## src/rtl/gpio_wb_arbiter_if.sv

```systemverilog
// Bus bundle between the GPIO register-port arbiter, its requesters and the GPIO slave.
// The "master" modport is the arbiter's view; "slave" is the view of everything around it.
interface gpio_wb_arbiter_if #(
    parameter int N_MASTERS = 2
);
    // A requester raises m_cyc[i] with m_we/m_adr/m_dat stable and holds it until its own
    // one-cycle m_ack[i] or m_err[i]; the arbiter holds s_cyc until s_ack or an abort/timeout.
    logic [N_MASTERS-1:0]   m_cyc;
    logic [N_MASTERS-1:0]   m_we;
    logic [2*N_MASTERS-1:0] m_adr;
    logic [8*N_MASTERS-1:0] m_dat;
    logic [7:0]             m_rdt;
    logic [N_MASTERS-1:0]   m_ack;
    logic [N_MASTERS-1:0]   m_err;
    logic [N_MASTERS-1:0]   grant;
    logic                   s_cyc;
    logic                   s_we;
    logic [1:0]             s_adr;
    logic [7:0]             s_dat;
    logic [7:0]             s_rdt;
    logic                   s_ack;

    modport master (
        input  m_cyc, m_we, m_adr, m_dat, s_rdt, s_ack,
        output m_rdt, m_ack, m_err, grant, s_cyc, s_we, s_adr, s_dat
    );

    modport slave (
        output m_cyc, m_we, m_adr, m_dat, s_rdt, s_ack,
        input  m_rdt, m_ack, m_err, grant, s_cyc, s_we, s_adr, s_dat
    );
endinterface

```

## src/rtl/gpio_wb_arbiter.sv

```systemverilog
// Round-robin arbiter sharing one 8-bit GPIO register port between N_MASTERS requesters.
// Optional busy timeout with m_err reporting is enabled by defining GPIO_ARB_TIMEOUT_EN.
module gpio_wb_arbiter #(
    parameter int N_MASTERS = 2,
    parameter int TIMEOUT   = 15
) (
    input  logic              clk,
    input  logic              rst,
    gpio_wb_arbiter_if.master bus,
    output logic [1:0]        dbg_state
);
    localparam int LW = (N_MASTERS > 1) ? $clog2(N_MASTERS) : 1;

    typedef enum logic [1:0] {
        IDLE = 2'd0,
        BUSY = 2'd1,
        DONE = 2'd2
    } state_t;

    state_t               state_q, state_d;
    logic [N_MASTERS-1:0] grant_q, grant_d;
    logic [LW-1:0]        last_q, last_d;
    logic [LW-1:0]        pick, cand;
    logic                 pick_vld;
    logic                 own_cyc;
    logic                 tmo;

    // Search upward from the last owner so every requester gets a turn.
    always_comb begin
        pick     = '0;
        pick_vld = 1'b0;
        cand     = '0;
        for (int k = 1; k <= N_MASTERS; k++) begin
            cand = LW'((int'(last_q) + k) % N_MASTERS);
            if (!pick_vld && bus.m_cyc[cand]) begin
                pick_vld = 1'b1;
                pick     = cand;
            end
        end
    end

    // grant_q is one-hot only in BUSY, so this mux also zeroes the slave side elsewhere.
    always_comb begin
        bus.s_we  = 1'b0;
        bus.s_adr = '0;
        bus.s_dat = '0;
        own_cyc   = 1'b0;
        for (int i = 0; i < N_MASTERS; i++) begin
            if (grant_q[i]) begin
                bus.s_we  = bus.m_we[i];
                bus.s_adr = bus.m_adr[2*i +: 2];
                bus.s_dat = bus.m_dat[8*i +: 8];
                own_cyc   = bus.m_cyc[i];
            end
        end
    end

`ifdef GPIO_ARB_TIMEOUT_EN
    localparam int CW = (TIMEOUT > 1) ? $clog2(TIMEOUT + 1) : 1;

    logic [CW-1:0] cnt_q, cnt_d;

    always_comb begin
        cnt_d = cnt_q;
        if (state_q != BUSY) begin
            cnt_d = '0;
        end else if (!bus.s_ack) begin
            cnt_d = cnt_q + 1'b1;
        end
    end

    // Fires on the BUSY cycle whose increment would bring the count to TIMEOUT; ack wins.
    assign tmo = (state_q == BUSY) && !bus.s_ack && (cnt_q == CW'(TIMEOUT - 1));

    always_ff @(posedge clk) begin
        if (rst) begin
            cnt_q <= '0;
        end else begin
            cnt_q <= cnt_d;
        end
    end
`else
    assign tmo = 1'b0;
`endif

    always_comb begin
        state_d = state_q;
        grant_d = grant_q;
        last_d  = last_q;
        unique case (state_q)
            IDLE: begin
                if (pick_vld) begin
                    state_d = BUSY;
                    grant_d = N_MASTERS'(1) << pick;
                    last_d  = pick;
                end
            end
            BUSY: begin
                if (bus.s_ack || !own_cyc || tmo) begin
                    state_d = DONE;
                    grant_d = '0;
                end
            end
            DONE: begin
                // Idle gap lets the slave's ack register fall before the next s_cyc.
                state_d = IDLE;
            end
            default: begin
                state_d = IDLE;
                grant_d = '0;
            end
        endcase
    end

    always_ff @(posedge clk) begin
        if (rst) begin
            state_q <= IDLE;
            grant_q <= '0;
            last_q  <= LW'(N_MASTERS - 1);
        end else begin
            state_q <= state_d;
            grant_q <= grant_d;
            last_q  <= last_d;
        end
    end

    assign bus.s_cyc = (state_q == BUSY);
    assign bus.m_ack = (state_q == BUSY && bus.s_ack) ? grant_q : '0;
    assign bus.m_err = tmo ? grant_q : '0;
    assign bus.m_rdt = bus.s_rdt;
    assign bus.grant = grant_q;
    assign dbg_state = state_q;
endmodule

```

## src/flat_wrapper.sv

```systemverilog
// flat-port wrapper written by rule: the top's interface ports become plain ports
module gpio_wb_arbiter_flat 
#(
    parameter int N_MASTERS = 2,
    parameter int TIMEOUT   = 15
)
  (clk, rst, dbg_state, bus_m_cyc, bus_m_we, bus_m_adr, bus_m_dat, bus_s_rdt, bus_s_ack, bus_m_rdt, bus_m_ack, bus_m_err, bus_grant, bus_s_cyc, bus_s_we, bus_s_adr, bus_s_dat);
  gpio_wb_arbiter_if #(.N_MASTERS(N_MASTERS)) bus_i ();
  input  logic clk;
  input  logic rst;
  output logic [1:0] dbg_state;
  input wire logic [$bits(bus_i.m_cyc)-1:0] bus_m_cyc;
  input wire logic [$bits(bus_i.m_we)-1:0] bus_m_we;
  input wire logic [$bits(bus_i.m_adr)-1:0] bus_m_adr;
  input wire logic [$bits(bus_i.m_dat)-1:0] bus_m_dat;
  input wire logic [$bits(bus_i.s_rdt)-1:0] bus_s_rdt;
  input wire logic [$bits(bus_i.s_ack)-1:0] bus_s_ack;
  output wire logic [$bits(bus_i.m_rdt)-1:0] bus_m_rdt;
  output wire logic [$bits(bus_i.m_ack)-1:0] bus_m_ack;
  output wire logic [$bits(bus_i.m_err)-1:0] bus_m_err;
  output wire logic [$bits(bus_i.grant)-1:0] bus_grant;
  output wire logic [$bits(bus_i.s_cyc)-1:0] bus_s_cyc;
  output wire logic [$bits(bus_i.s_we)-1:0] bus_s_we;
  output wire logic [$bits(bus_i.s_adr)-1:0] bus_s_adr;
  output wire logic [$bits(bus_i.s_dat)-1:0] bus_s_dat;
  assign bus_i.m_cyc = bus_m_cyc;
  assign bus_i.m_we = bus_m_we;
  assign bus_i.m_adr = bus_m_adr;
  assign bus_i.m_dat = bus_m_dat;
  assign bus_i.s_rdt = bus_s_rdt;
  assign bus_i.s_ack = bus_s_ack;
  assign bus_m_rdt = bus_i.m_rdt;
  assign bus_m_ack = bus_i.m_ack;
  assign bus_m_err = bus_i.m_err;
  assign bus_grant = bus_i.grant;
  assign bus_s_cyc = bus_i.s_cyc;
  assign bus_s_we = bus_i.s_we;
  assign bus_s_adr = bus_i.s_adr;
  assign bus_s_dat = bus_i.s_dat;
  gpio_wb_arbiter #(.N_MASTERS(N_MASTERS), .TIMEOUT(TIMEOUT)) u_core (.clk(clk), .rst(rst), .bus(bus_i), .dbg_state(dbg_state));
endmodule
```

## config.mk

```make
export PLATFORM = sky130hd
export DESIGN_NAME = gpio_wb_arbiter_flat
export DESIGN_NICKNAME = d
export VERILOG_FILES = /design/src/rtl/gpio_wb_arbiter_if.sv /design/src/rtl/gpio_wb_arbiter.sv /design/src/flat_wrapper.sv
export SDC_FILE = /design/constraint.sdc
export NUM_CORES = 1
export LEC_CHECK = 0
export ABC_AREA = 1
export BUFFER_PORTS_ARGS = -buffer_cell sky130_fd_sc_hd__buf_2
export CORE_ASPECT_RATIO = 0.9
export CORE_MARGIN = 4
export CORE_UTILIZATION = 27
export DETAILED_ROUTE_END_ITERATION = 10
export PLACE_DENSITY = 0.73
export RECOVER_POWER = 25
export SLEW_MARGIN = 10
export SYNTH_ARGS = -nofsm -noshare
export SYNTH_HDL_FRONTEND = slang
export SYNTH_SLANG_ARGS = --single-unit
```

## constraint.sdc

```tcl
create_clock -name clk -period 0.9 [get_ports clk]
set_input_delay 0.18 -clock clk [delete_from_list [all_inputs] [get_ports clk]]
set_output_delay 0.18 -clock clk [all_outputs]
set_load 0.01 [all_outputs]
```

==> results by group <==
Route
  • DR WL met3: 237 um
  • # DRC: 0
  • Drt total wl: 1840 um
  • Routed metal-1 wirelength: 633 um
  • DRT iter0 DRCs: 7
  • Vias per Instance: 4.55
  • Via count: 700
  • Detail Route met2 WL: 944 um
  • DRT Pass-1 Iters: 4
  • Avg WL per Cell: 11.9 um
  • Top routing layer used: met4
  • Post-route ant nets: 0

Clock network
  • Clock Tree Buf Depth: 2
  • Clock Sinks: 5
  • Num CTS Buffers: 3
  • Clk_lat worst skew: 0.25 ns
  • Root Buffer: clkbuf_4
  • CTS Hold Bufs: 0
  • CTS tree: yes
  • Worst-path clk slew: 0.05 ns
  • Htree depth: 1

Power and ir drop
  • Static Leak: 0.522 nW
  • Switching share of power: 0.353
  • Switching power: 0.404 mW
  • Power Dens Cells: 1080 mW/mm2
  • P_int: 0.739 mW
  • Reg power frac: 0.241
  • Maximum VDD drop: 687 uV
  • Clock power share: 0.238
  • Combinational Power Share: 0.521
  • Final Power: 1.14 mW

Layout
  • Area growth syn-to-layout: 121%
  • Share of layout cells above drive strength 1: 0.777
  • Finished Layout Cells: 154
  • Commonest cells after routing, fill and taps aside: buf_2, buf_6, nand2_1
  • Fin nets: 166
  • Register Area: 115 um2
  • Multi-input gate area: 410 um2
  • Final Util: 0.632
  • Commonest non-fill, non-tap cell in the layout: buf_2
  • Fill cells: 150
  • N_diodes: 0

Synth
  • Share of the synthesized area in the top cell type: 0.234
  • Sequential-to-total area share from yosys stat: 0.208
  • Post-Synth Adder-Cell Area: 0
  • Post-synthesis mux area share: 0
  • Synth area leaders: nand2_1, dfxtp_1, buf_4
  • Synth Register Bits: 5
  • Mean area per synthesized cell: 5.86 um2
  • Netlist cell types: 19
  • Post-synthesis compound-gate area fraction: 0.0677
  • Mapped cell area: 480 um2
  • Synth Area in Simple Gates: 0.497
  • Main combinational cell family by area after synthesis: simple AND/OR/NAND/NOR gates
  • Post-synthesis xor/xnor area fraction: 0
  • Leading area contributor after synthesis: nand2_1
  • Syn Inst Count: 82
  • Yosys warning count: 0

STA
  • RSZ-0062 raised after global routing: true
  • Sum of negative setup slack: -5.32 ns
  • Clock Skew: 0.00479 ns
  • Fin crit period: 1.20 ns
  • Fmax: 831 MHz
  • Setup violators final: 23
  • Fin. max-slew vios: 0
  • Hold Fails Final Rpt: 0
  • Final setup margin: -0.303 ns
  • Final period util: 1.34

Critical path
  • CP max FO: 13
  • Worst Path Required: 0.72 ns
  • Kind of start point of the critical path: flop
  • Element type at the critical path end: output port
  • Worst setup path class: reg -> out
  • Worst EP arrival: 1.02 ns

Outcome
  • Status: complete, but fails checks
  • Failing checks: setup timing

Placement
  • Inst Count DP: 142
  • Final HPWL DP: 1200 um
  • Pre-CTS setup slack: -0.157 ns
  • Port Buf Inserts: 44
  • GP Congestion: 0.806

Job
  • Max_cap viols: 0

Floorplanning
  • Core outline area: 0.00168 mm2
  • Die height: 48.0 um
  • Die Wd: 52.5 um
  • Die area: 0.00252 mm2
  • Starting density of the core: 0.286
  • Io pins: 63
  • Std cell rows: 14

Global route
  • Total global-route track usage: 0.137
  • Vias in the first global route: 622
  • Initial antenna violation count: 0
  • Total grt overflow: 0
  • Largest net degree at the start of global routing: 14
  • First-pass GRT wire length: 2510 um

Min path
  • Hold crit path type: in -> reg
power by group through the flow:
stage                     clock (mW)  combinational, mW  sequential, mW
after detailed placement           0              0.383           0.271
after CTS                      0.281              0.488           0.270
after global placement             0              0.380           0.269
after floorplan                    0              0.242           0.277
after global routing           0.300              0.645           0.279
final                          0.272              0.595           0.275
cell families (layout without fill, tap and decap cells):
logic type             count (synthesis)  after routing
and+or+nand+nor                       53             53
buffers and inverters                 17             64
AOI/OAI and AO/OA                      6              6
DFF                                    5              5
other                                  1              2
Yosys cell counts, drive strengths merged:
cell type,count
nand3,14
dfxtp,5
nor3,1
or2,2
buf,13
nand2,31
a21boi,1
nor2,4
nor3b,1
inv,4
conb,1
a21oi,4
o21ai,1
stage by stage:
stage	hold WS (ns)	instance area (um2)
after global placement	0.360	751
after detailed placement	0.360	751
after floorplan	0.239	553
after global routing	0.180	1060
final	0.170	1060
after CTS	0.145	917
worst max-delay path: stages, from the launching register on:
cell and delay (ns):
dfxtp_4 0.38, buf_8 0.15, nand2_1 0.08, nand2_2 0.07, buf_6 0.09
state kept, by name, summed over array words and instances, names as in the netlist:
name / cells
u_core.last_q: 1
u_core.bus.grant: 2
u_core.dbg_state: 2
layout make-up:
cell class                 count  share of cell area
tap                           24              0.0283
multi-input combinational     61               0.386
inverter                       4              0.0259
timing repair buffer          56               0.426
clock buffer                   4              0.0247
sequential                     5               0.108
routing by layer:
layer | up-vias | track usage
li1 | 344 | -
met1 | 316 | 0.141
met2 | 36 | 0.238
met3 | 4 | 0.0623
met4 | 0 | 0.0765
met5 | - | 0
path summary, 6_finish.rpt:
check,from,to,slack [ns],cells past startpoint
worst max-delay path,u_core.bus.grant[1],bus_s_adr[0],-0.30,4
worst min-delay path,rst,u_core.bus.grant[1],0.17,2
worst max register to register,u_core.bus.grant[1],u_core.bus.grant[1],-0.23,8
worst min register to register,u_core.last_q,u_core.last_q,0.48,2
what timing repair did:
| action | in CTS | in global routing |
|---|---|---|
| gates resized for setup | 24 | 21 |
| pin swaps | 0 | 4 |
| endpoints found under the setup margin | 22 | 23 |
| buffers inserted | 3 | 4 |
| gates cloned | 0 | 1 |
No activity file was read; power rests on OpenSTA's default activity.
